`config.mk`:
```
export PLATFORM = sky130hd
export DESIGN_NAME = vga_text_console
export DESIGN_NICKNAME = d
export VERILOG_FILES = /design/src/rtl/vga_console_pkg.sv /design/src/rtl/vga_console_cursor.sv /design/src/rtl/vga_text_console.sv
export SDC_FILE = /design/constraint.sdc
export NUM_CORES = 1
export LEC_CHECK = 0
export BUFFER_PORTS_ARGS = -buffer_cell sky130_fd_sc_hd__buf_2
export CORE_MARGIN = 2
export CORE_UTILIZATION = 25
export CTS_CLUSTER_SIZE = 40
export DETAILED_ROUTE_END_ITERATION = 8
export PLACE_DENSITY = 0.41
export SYNTH_ARGS = -nofsm -noshare
export SYNTH_HDL_FRONTEND = slang
export SYNTH_SLANG_ARGS = --single-unit
export TNS_END_PERCENT = 5
```
`constraint.sdc`:
```
create_clock -name clk -period 7 [get_ports clk]
set_input_delay 0.7 -clock clk [delete_from_list [all_inputs] [get_ports clk]]
set_output_delay 0.7 -clock clk [all_outputs]
set_load 0.01 [all_outputs]
```
`src/rtl/vga_console_pkg.sv`:
```
// Shared constants, state/command types and VRAM word helpers for vga_text_console.
// Build macro VGA_CONSOLE_SCROLL_EN selects hardware scroll instead of wrap-to-top at the last row.
package vga_console_pkg;

  localparam int COLS_DEF = 80;
  localparam int ROWS_DEF = 30;

  localparam logic [7:0] CH_BS    = 8'h08;
  localparam logic [7:0] CH_LF    = 8'h0A;
  localparam logic [7:0] CH_FF    = 8'h0C;
  localparam logic [7:0] CH_CR    = 8'h0D;
  localparam logic [7:0] CH_SPACE = 8'h20;
  localparam logic [7:0] CH_TILDE = 8'h7E;

  localparam int WORD_ASCII_LSB = 0;
  localparam int WORD_BG_LSB    = 8;
  localparam int WORD_FG_LSB    = 20;

  typedef enum logic [2:0] {
    ST_IDLE    = 3'd0,
    ST_PUT     = 3'd1,
    ST_SCR_RD  = 3'd2,
    ST_SCR_WR  = 3'd3,
    ST_CLR_ROW = 3'd4,
    ST_CLR_ALL = 3'd5
  } state_e;

  typedef enum logic [2:0] {
    CUR_NONE = 3'd0,
    CUR_ADV  = 3'd1,
    CUR_CR   = 3'd2,
    CUR_NL   = 3'd3,
    CUR_BS   = 3'd4,
    CUR_HOME = 3'd5
  } cur_op_e;

  function automatic logic is_printable(input logic [7:0] ch);
    return (ch >= CH_SPACE) && (ch <= CH_TILDE);
  endfunction

  // attr is {fg, bg}; the VRAM word is {fg, bg, ascii}
  function automatic logic [31:0] vram_word(input logic [23:0] attr, input logic [7:0] ch);
    logic [31:0] w;
    w = 32'h0000_0000;
    w[WORD_FG_LSB +: 12]   = attr[23:12];
    w[WORD_BG_LSB +: 12]   = attr[11:0];
    w[WORD_ASCII_LSB +: 8] = ch;
    return w;
  endfunction

endpackage

```
`src/rtl/vga_console_cursor.sv`:
```
// Cursor column/row registers with advance, newline, carriage return, backspace and home.
module vga_console_cursor
  import vga_console_pkg::*;
#(
  parameter int COLS = COLS_DEF,
  parameter int ROWS = ROWS_DEF
) (
  input  logic       clk,
  input  logic       rstn,
  input  cur_op_e    op,
  output logic [6:0] col,
  output logic [4:0] row,
  output logic       at_last_row,
  output logic       at_last_col,
  output logic       col_zero
);

  localparam logic [6:0] LAST_COL = 7'(COLS - 1);
  localparam logic [4:0] LAST_ROW = 5'(ROWS - 1);

  logic [6:0] col_r;
  logic [6:0] col_s;
  logic [4:0] row_r;
  logic [4:0] row_s;

  // Next cursor position; the row never moves past the last row here, scrolling is the caller's job
  always_comb begin
    col_s = col_r;
    row_s = row_r;
    case (op)
      CUR_ADV: begin
        if (col_r == LAST_COL) begin
          col_s = 7'd0;
          if (row_r != LAST_ROW) begin
            row_s = row_r + 5'd1;
          end else begin
            row_s = row_r;
          end
        end else begin
          col_s = col_r + 7'd1;
        end
      end
      CUR_NL: begin
        col_s = 7'd0;
        if (row_r != LAST_ROW) begin
          row_s = row_r + 5'd1;
        end else begin
          row_s = row_r;
        end
      end
      CUR_CR: col_s = 7'd0;
      CUR_BS: begin
        if (col_r != 7'd0) begin
          col_s = col_r - 7'd1;
        end else begin
          col_s = col_r;
        end
      end
      CUR_HOME: begin
        col_s = 7'd0;
        row_s = 5'd0;
      end
      default: begin
        col_s = col_r;
        row_s = row_r;
      end
    endcase
  end

  // Cursor register
  always_ff @(posedge clk or negedge rstn) begin
    if (!rstn) begin
      col_r <= 7'd0;
      row_r <= 5'd0;
    end else begin
      col_r <= col_s;
      row_r <= row_s;
    end
  end

  assign col         = col_r;
  assign row         = row_r;
  assign at_last_row = (row_r == LAST_ROW);
  assign at_last_col = (col_r == LAST_COL);
  assign col_zero    = (col_r == 7'd0);

endmodule

```
`src/rtl/vga_text_console.sv`:
```
// Byte-stream text console writing {fg, bg, ascii} cells into a character VRAM.
// VGA_CONSOLE_SCROLL_EN: defined -> scroll up at the last row; undefined -> wrap to row 0 and clear it.
module vga_text_console
  import vga_console_pkg::*;
#(
  parameter int COLS = COLS_DEF,
  parameter int ROWS = ROWS_DEF
) (
  input  logic        clk,
  input  logic        rstn,
  input  logic        chValid,
  input  logic [7:0]  chData,
  output logic        chReady,
  input  logic [23:0] attr,
  output logic        vramEn,
  output logic [3:0]  vramWe,
  output logic [11:0] vramAddr,
  output logic [31:0] vramDout,
  input  logic [31:0] vramDin,
  input  logic [7:0]  blinkFreq,
  output logic [31:0] cursorCtrl,
  output logic        busy
);

  localparam logic [6:0] LAST_COL = 7'(COLS - 1);
  localparam logic [4:0] LAST_ROW = 5'(ROWS - 1);
`ifdef VGA_CONSOLE_SCROLL_EN
  localparam logic [4:0] PEN_ROW  = 5'(ROWS - 2);
`endif

  state_e      state_r, state_s;
  logic [23:0] attr_r, attr_s;
  logic [4:0]  rr_r, rr_s;
  logic [6:0]  cc_r, cc_s;
  logic        put_adv_r, put_adv_s;
  logic        ready_r;
  logic        en_r, en_s;
  logic [3:0]  we_r, we_s;
  logic [11:0] addr_r, addr_s;
  logic [31:0] dout_r, dout_s;
  logic        din_sel_r, din_sel_s;
  logic [11:0] put_addr_s;
  logic [31:0] put_data_s;
  logic        accept_s;
  logic        last_clr_row_s;
  cur_op_e     cur_op_s;
  logic [6:0]  cur_col_s;
  logic [4:0]  cur_row_s;
  logic        at_last_row_s;
  logic        at_last_col_s;
  logic        col_zero_s;
`ifndef VGA_CONSOLE_SCROLL_EN
  logic        one_row_r, one_row_s;
`endif

  vga_console_cursor #(
    .COLS(COLS),
    .ROWS(ROWS)
  ) u_cursor (
    .clk        (clk),
    .rstn       (rstn),
    .op         (cur_op_s),
    .col        (cur_col_s),
    .row        (cur_row_s),
    .at_last_row(at_last_row_s),
    .at_last_col(at_last_col_s),
    .col_zero   (col_zero_s)
  );

  assign accept_s = chValid & chReady;

`ifdef VGA_CONSOLE_SCROLL_EN
  assign last_clr_row_s = (rr_r == LAST_ROW);
`else
  assign last_clr_row_s = one_row_r | (rr_r == LAST_ROW);
`endif

  // Next state, cell counters, cursor command, and the VRAM command for the coming cycle
  always_comb begin
    state_s    = state_r;
    attr_s     = attr_r;
    rr_s       = rr_r;
    cc_s       = cc_r;
    put_adv_s  = put_adv_r;
    cur_op_s   = CUR_NONE;
    put_addr_s = 12'h000;
    put_data_s = 32'h0000_0000;
`ifndef VGA_CONSOLE_SCROLL_EN
    one_row_s  = one_row_r;
`endif
    case (state_r)
      ST_IDLE: begin
        if (accept_s) begin
          attr_s = attr;
          if (is_printable(chData)) begin
            state_s    = ST_PUT;
            put_adv_s  = 1'b1;
            put_addr_s = {cur_row_s, cur_col_s};
            put_data_s = vram_word(attr, chData);
          end else if (chData == CH_LF) begin
            if (!at_last_row_s) begin
              cur_op_s = CUR_NL;
            end else begin
`ifdef VGA_CONSOLE_SCROLL_EN
              state_s   = ST_SCR_RD;
`else
              state_s   = ST_CLR_ALL;
              one_row_s = 1'b1;
`endif
              rr_s = 5'd0;
              cc_s = 7'd0;
            end
          end else if (chData == CH_CR) begin
            cur_op_s = CUR_CR;
          end else if (chData == CH_BS) begin
            if (!col_zero_s) begin
              cur_op_s   = CUR_BS;
              state_s    = ST_PUT;
              put_adv_s  = 1'b0;
              put_addr_s = {cur_row_s, cur_col_s - 7'd1};
              put_data_s = vram_word(attr, CH_SPACE);
            end else begin
              cur_op_s = CUR_NONE;
            end
          end else if (chData == CH_FF) begin
            state_s   = ST_CLR_ALL;
            rr_s      = 5'd0;
            cc_s      = 7'd0;
`ifndef VGA_CONSOLE_SCROLL_EN
            one_row_s = 1'b0;
`endif
          end else begin
            cur_op_s = CUR_NONE;
          end
        end else begin
          state_s = ST_IDLE;
        end
      end
      ST_PUT: begin
        state_s = ST_IDLE;
        if (!put_adv_r) begin
          cur_op_s = CUR_NONE;
        end else if (at_last_col_s && at_last_row_s) begin
          // wrap at the bottom-right cell: cursor stays put until the bottom operation ends
`ifdef VGA_CONSOLE_SCROLL_EN
          state_s   = ST_SCR_RD;
`else
          state_s   = ST_CLR_ALL;
          one_row_s = 1'b1;
`endif
          rr_s = 5'd0;
          cc_s = 7'd0;
        end else begin
          cur_op_s = CUR_ADV;
        end
      end
`ifdef VGA_CONSOLE_SCROLL_EN
      ST_SCR_RD: state_s = ST_SCR_WR;
      ST_SCR_WR: begin
        if (cc_r == LAST_COL) begin
          cc_s = 7'd0;
          if (rr_r == PEN_ROW) begin
            state_s = ST_CLR_ROW;
            rr_s    = LAST_ROW;
          end else begin
            state_s = ST_SCR_RD;
            rr_s    = rr_r + 5'd1;
          end
        end else begin
          state_s = ST_SCR_RD;
          cc_s    = cc_r + 7'd1;
        end
      end
      ST_CLR_ROW: begin
        if (cc_r == LAST_COL) begin
          state_s  = ST_IDLE;
          cc_s     = 7'd0;
          cur_op_s = CUR_CR;
        end else begin
          cc_s = cc_r + 7'd1;
        end
      end
`endif
      ST_CLR_ALL: begin
        if (cc_r == LAST_COL) begin
          cc_s = 7'd0;
          if (last_clr_row_s) begin
            state_s  = ST_IDLE;
            rr_s     = 5'd0;
            cur_op_s = CUR_HOME;
          end else begin
            rr_s = rr_r + 5'd1;
          end
        end else begin
          cc_s = cc_r + 7'd1;
        end
      end
      default: state_s = ST_IDLE;
    endcase

    en_s      = 1'b0;
    we_s      = 4'h0;
    addr_s    = 12'h000;
    dout_s    = 32'h0000_0000;
    din_sel_s = 1'b0;
    case (state_s)
      ST_PUT: begin
        en_s   = 1'b1;
        we_s   = 4'hF;
        addr_s = put_addr_s;
        dout_s = put_data_s;
      end
`ifdef VGA_CONSOLE_SCROLL_EN
      ST_SCR_RD: begin
        en_s   = 1'b1;
        we_s   = 4'h0;
        addr_s = {rr_s + 5'd1, cc_s};
      end
      ST_SCR_WR: begin
        en_s      = 1'b1;
        we_s      = 4'hF;
        addr_s    = {rr_s, cc_s};
        din_sel_s = 1'b1;
      end
      ST_CLR_ROW: begin
        en_s   = 1'b1;
        we_s   = 4'hF;
        addr_s = {rr_s, cc_s};
        dout_s = vram_word(attr_s, CH_SPACE);
      end
`endif
      ST_CLR_ALL: begin
        en_s   = 1'b1;
        we_s   = 4'hF;
        addr_s = {rr_s, cc_s};
        dout_s = vram_word(attr_s, CH_SPACE);
      end
      default: begin
        en_s   = 1'b0;
        we_s   = 4'h0;
        addr_s = 12'h000;
        dout_s = 32'h0000_0000;
      end
    endcase
  end

  // State, counters and registered VRAM command
  always_ff @(posedge clk or negedge rstn) begin
    if (!rstn) begin
      state_r   <= ST_IDLE;
      attr_r    <= 24'h000000;
      rr_r      <= 5'd0;
      cc_r      <= 7'd0;
      put_adv_r <= 1'b0;
      ready_r   <= 1'b0;
      en_r      <= 1'b0;
      we_r      <= 4'h0;
      addr_r    <= 12'h000;
      dout_r    <= 32'h0000_0000;
      din_sel_r <= 1'b0;
`ifndef VGA_CONSOLE_SCROLL_EN
      one_row_r <= 1'b0;
`endif
    end else begin
      state_r   <= state_s;
      attr_r    <= attr_s;
      rr_r      <= rr_s;
      cc_r      <= cc_s;
      put_adv_r <= put_adv_s;
      ready_r   <= 1'b1;
      en_r      <= en_s;
      we_r      <= we_s;
      addr_r    <= addr_s;
      dout_r    <= dout_s;
      din_sel_r <= din_sel_s;
`ifndef VGA_CONSOLE_SCROLL_EN
      one_row_r <= one_row_s;
`endif
    end
  end

  // read data arrives one cycle after the read, so the copy write forwards it directly
  assign vramDout   = din_sel_r ? vramDin : dout_r;
  assign vramEn     = en_r;
  assign vramWe     = we_r;
  assign vramAddr   = addr_r;
  assign chReady    = ready_r & (state_r == ST_IDLE);
  assign busy       = (state_r != ST_IDLE);
  assign cursorCtrl = {8'h00, blinkFreq, 3'b000, cur_row_s, 1'b0, cur_col_s};

endmodule

```
==> qor.csv <==
metric,value,unit
status,completed,
DP HPWL,9330,µm
core box area,18600,µm²
initial DRC count,202,
Max stage delay on crit path,0.81,ns
RSZ-0062 raised after global routing,false,
total track usage,13.7,%
Syn-to-layout area delta,19.1,%
htree depth,3,
Final Hold Vio Count,0,
CP arrival,3.29,ns
input/output buffers,97,
share of the synthesized area in the top cell type,52.4,%
number of synthesized flops with an enable pin,0,
fin crit period,3.11,ns
die area,20000,µm²
initial antenna violation count,0,
vias in the first global route,3796,
"Avg Cell Area, Syn",9.89,µm²
peak supply drop,0.107,mV
"Power, Total",0.00133,W
ys async rst share,100,%
Synth area leaders,"dfrtp_1 52%, nand2_1 7.1%, buf_4 3.8%",
tightest hold margin,0.338,ns
Pwr Density,236,nW/µm²
Fmax,322,MHz
largest net degree at the start of global routing,58,
hold buffer count at cts,0,
Avg Vias per Cell,4.77,
# DRC,0,
via count,3808,
fin util,30.2,%
Max-cap violations,0,
Worst Max-Slew Pin Slew,1.16,ns
root buffer cell,clkbuf_16,
cts repair resizes,0,
I/O pins,158,
post-route clock period utilization,44.4,%
fin. max-slew vios,0,
share of layout cells above drive strength 1,22.6,%
placed insts,781,
die width,142,µm
synthesis-stage register bit count,99,
Max clock buf depth,2,
leakage power,2.91,nW
Num Clock Sinks,99,
num rows,50,
clock transition at the registers of the reported paths,0.07,ns
post-route insts no fill,798,
aggregate global routing overflow,0,
antenna-violating nets left,0,
CP cell instances,inv_1 > ha_1 > nor3b_2 > a2111o_1 > nand2_1 > o21ai_1 > a21boi_0,
first drt pass iteration count,4,
Cells after Synth,478,
"Clk Latency, worst-skew pair",0.35,ns
DR WL/cell,16.7,µm
post-synthesis sequential area ratio,52.4,%
nets,640,
WP data required,7.18,ns
CP startpoint kind,flip-flop,
mapped cell area,4730,µm²
DRT Wirelength,13300,µm
CP max FO,12,
Hold Path Class,in2async,
first-pass GRT wire length,21100,µm
Initial Util,25.4,%
CP Capture Type,flip-flop,
Setup Skew,0.0119,ns
synth unique cells,63,
crit path max-delay cell type,o21ai_1,
Die Ht,142,µm
max_slew headroom,21.8,%
placer congestion estimate,0.803,
Setup Viol. Count Final,0,
postcts setup bufs,0,
synth warn,0,
total negative slack,0,ns
ys flop type,dfrtp_1,
post-synth top area cell,dfrtp_1,
worst setup path class,reg2reg,
CTS tree,done,
Num CTS Buffers,9,
==> power breakdown <==
group	total, W	internal (W)	switching, W
sequential	0.000645	0.000612	0.0000333
clock	0.000518	0.000289	0.000228
combinational	0.000167	0.0000639	0.000103
total	0.00133	0.000965	0.000365
==> cells in the final DEF (no fill, tap or decap), types with 3 or more instances in the layout <==
cell and count:
a211o_1 3, a21boi_0 8, a21o_1 11, a21oi_1 19, a221oi_1 4, a22o_1 14
a31oi_1 7, and2_1 3, and3_1 12, buf_2 96, buf_4 5, clkbuf_16 9
conb_1 15, dfrtp_1 99, ha_1 7, inv_1 19, nand2_1 90, nand2b_1 3
nand3_1 12, nand4_1 10, nor2_1 11, nor3_1 10, nor3_2 3, o211ai_1 4
o21ai_0 18, o22ai_1 6, or3_1 6, xnor2_1 4, xor2_1 4
==> critical path, delay by kind of cell (launching register included) <==
kind,cells,cell delay (ns)
AOI/OAI and AO/OA,3,1.46
and+or+nand+nor,2,0.62
DFF,1,0.51
adders and majority gates,1,0.24
buffers and inverters,1,0.10
==> cell families after synthesis <==
| group | share of synthesized area [%] |
|---|---|
| AND/OR/NAND/NOR | 18.1 |
| AO/OA/AOI/OAI | 18.7 |
| flip-flops | 52.4 |
| buffers and inverters | 7.12 |
| XOR/XNOR | 1.48 |
| adder cells (fa/ha/maj) | 1.85 |
| other | 0.159 |
| multiplexers | 0.212 |
==> synth_stat cells, drive strengths merged (12+ instances only) <==
master,instances
nor3,13
o21ai,20
nand3,12
a21oi,20
nand2,90
dfrtp,99
and3,12
inv,19
a22o,14
clkbuf,14
buf,31
==> per-stage QoR <==
stage / worst slack, ns / area, µm²
final: 3.89 / 5630
after global routing: 3.61 / 5630
after CTS: 3.89 / 5630
after detailed placement: 3.77 / 5330
after global placement: 3.78 / 5330
after floorplan: 4.56 / 4780
==> state kept, by name (all words and copies together) (netlist names) <==
register,count
cc_r,7
rr_r,5
ready_r,1
put_adv_r,1
state_r,3
vramWe,1
one_row_r,1
u_cursor.row,5
dout_r,32
attr_r,24
vramAddr,12
u_cursor.col,7
==> final cells by class <==
| class | instances | area (µm²) |
|---|---|---|
| Inverter | 19 | 71.3 |
| Sequential cell | 99 | 2480 |
| Fill cell | 1996 | 13000 |
| Clock buffer | 11 | 243 |
| Clock inverter | 5 | 60.1 |
| Timing Repair Buffer | 101 | 518 |
| Tap cell | 234 | 293 |
| Antenna cell | 1 | 2.50 |
| Multi-Input combinational cell | 328 | 1970 |
==> per-layer routing <==
| layer | global-route usage, % | vias up | share of wire, % | routed length (µm) |
|---|---|---|---|---|
| li1 | - | 1840 | - | - |
| met1 | 18.9 | 1860 | 47 | 6300 |
| met2 | 20.7 | 99 | 45 | 6040 |
| met3 | 3.78 | 9 | 6.0 | 803 |
| met4 | 4.42 | 0 | 1.3 | 172 |
| met5 | 0 | - | 0 | 0 |
==> worst paths after layout <==
kind | depth (start not counted) | end | startpoint | slack (ns)
min | 1 | dout_r[9]$_DFF_PN0_ | rstn | 0.34
max in group asynchronous | 2 | vramAddr[11]$_DFF_PN0_ | rstn | 5.46
min in group clk | 2 | attr_r[8]$_DFF_PN0_ | attr_r[8]$_DFF_PN0_ | 0.47
max | 7 | dout_r[9]$_DFF_PN0_ | u_cursor.col[0]$_DFFE_PN0P_ | 3.89
max reg2reg | 7 | dout_r[9]$_DFF_PN0_ | u_cursor.col[0]$_DFFE_PN0P_ | 3.89
min reg2reg | 2 | attr_r[8]$_DFF_PN0_ | attr_r[8]$_DFF_PN0_ | 0.47
Power figures use the tool's default switching activity.
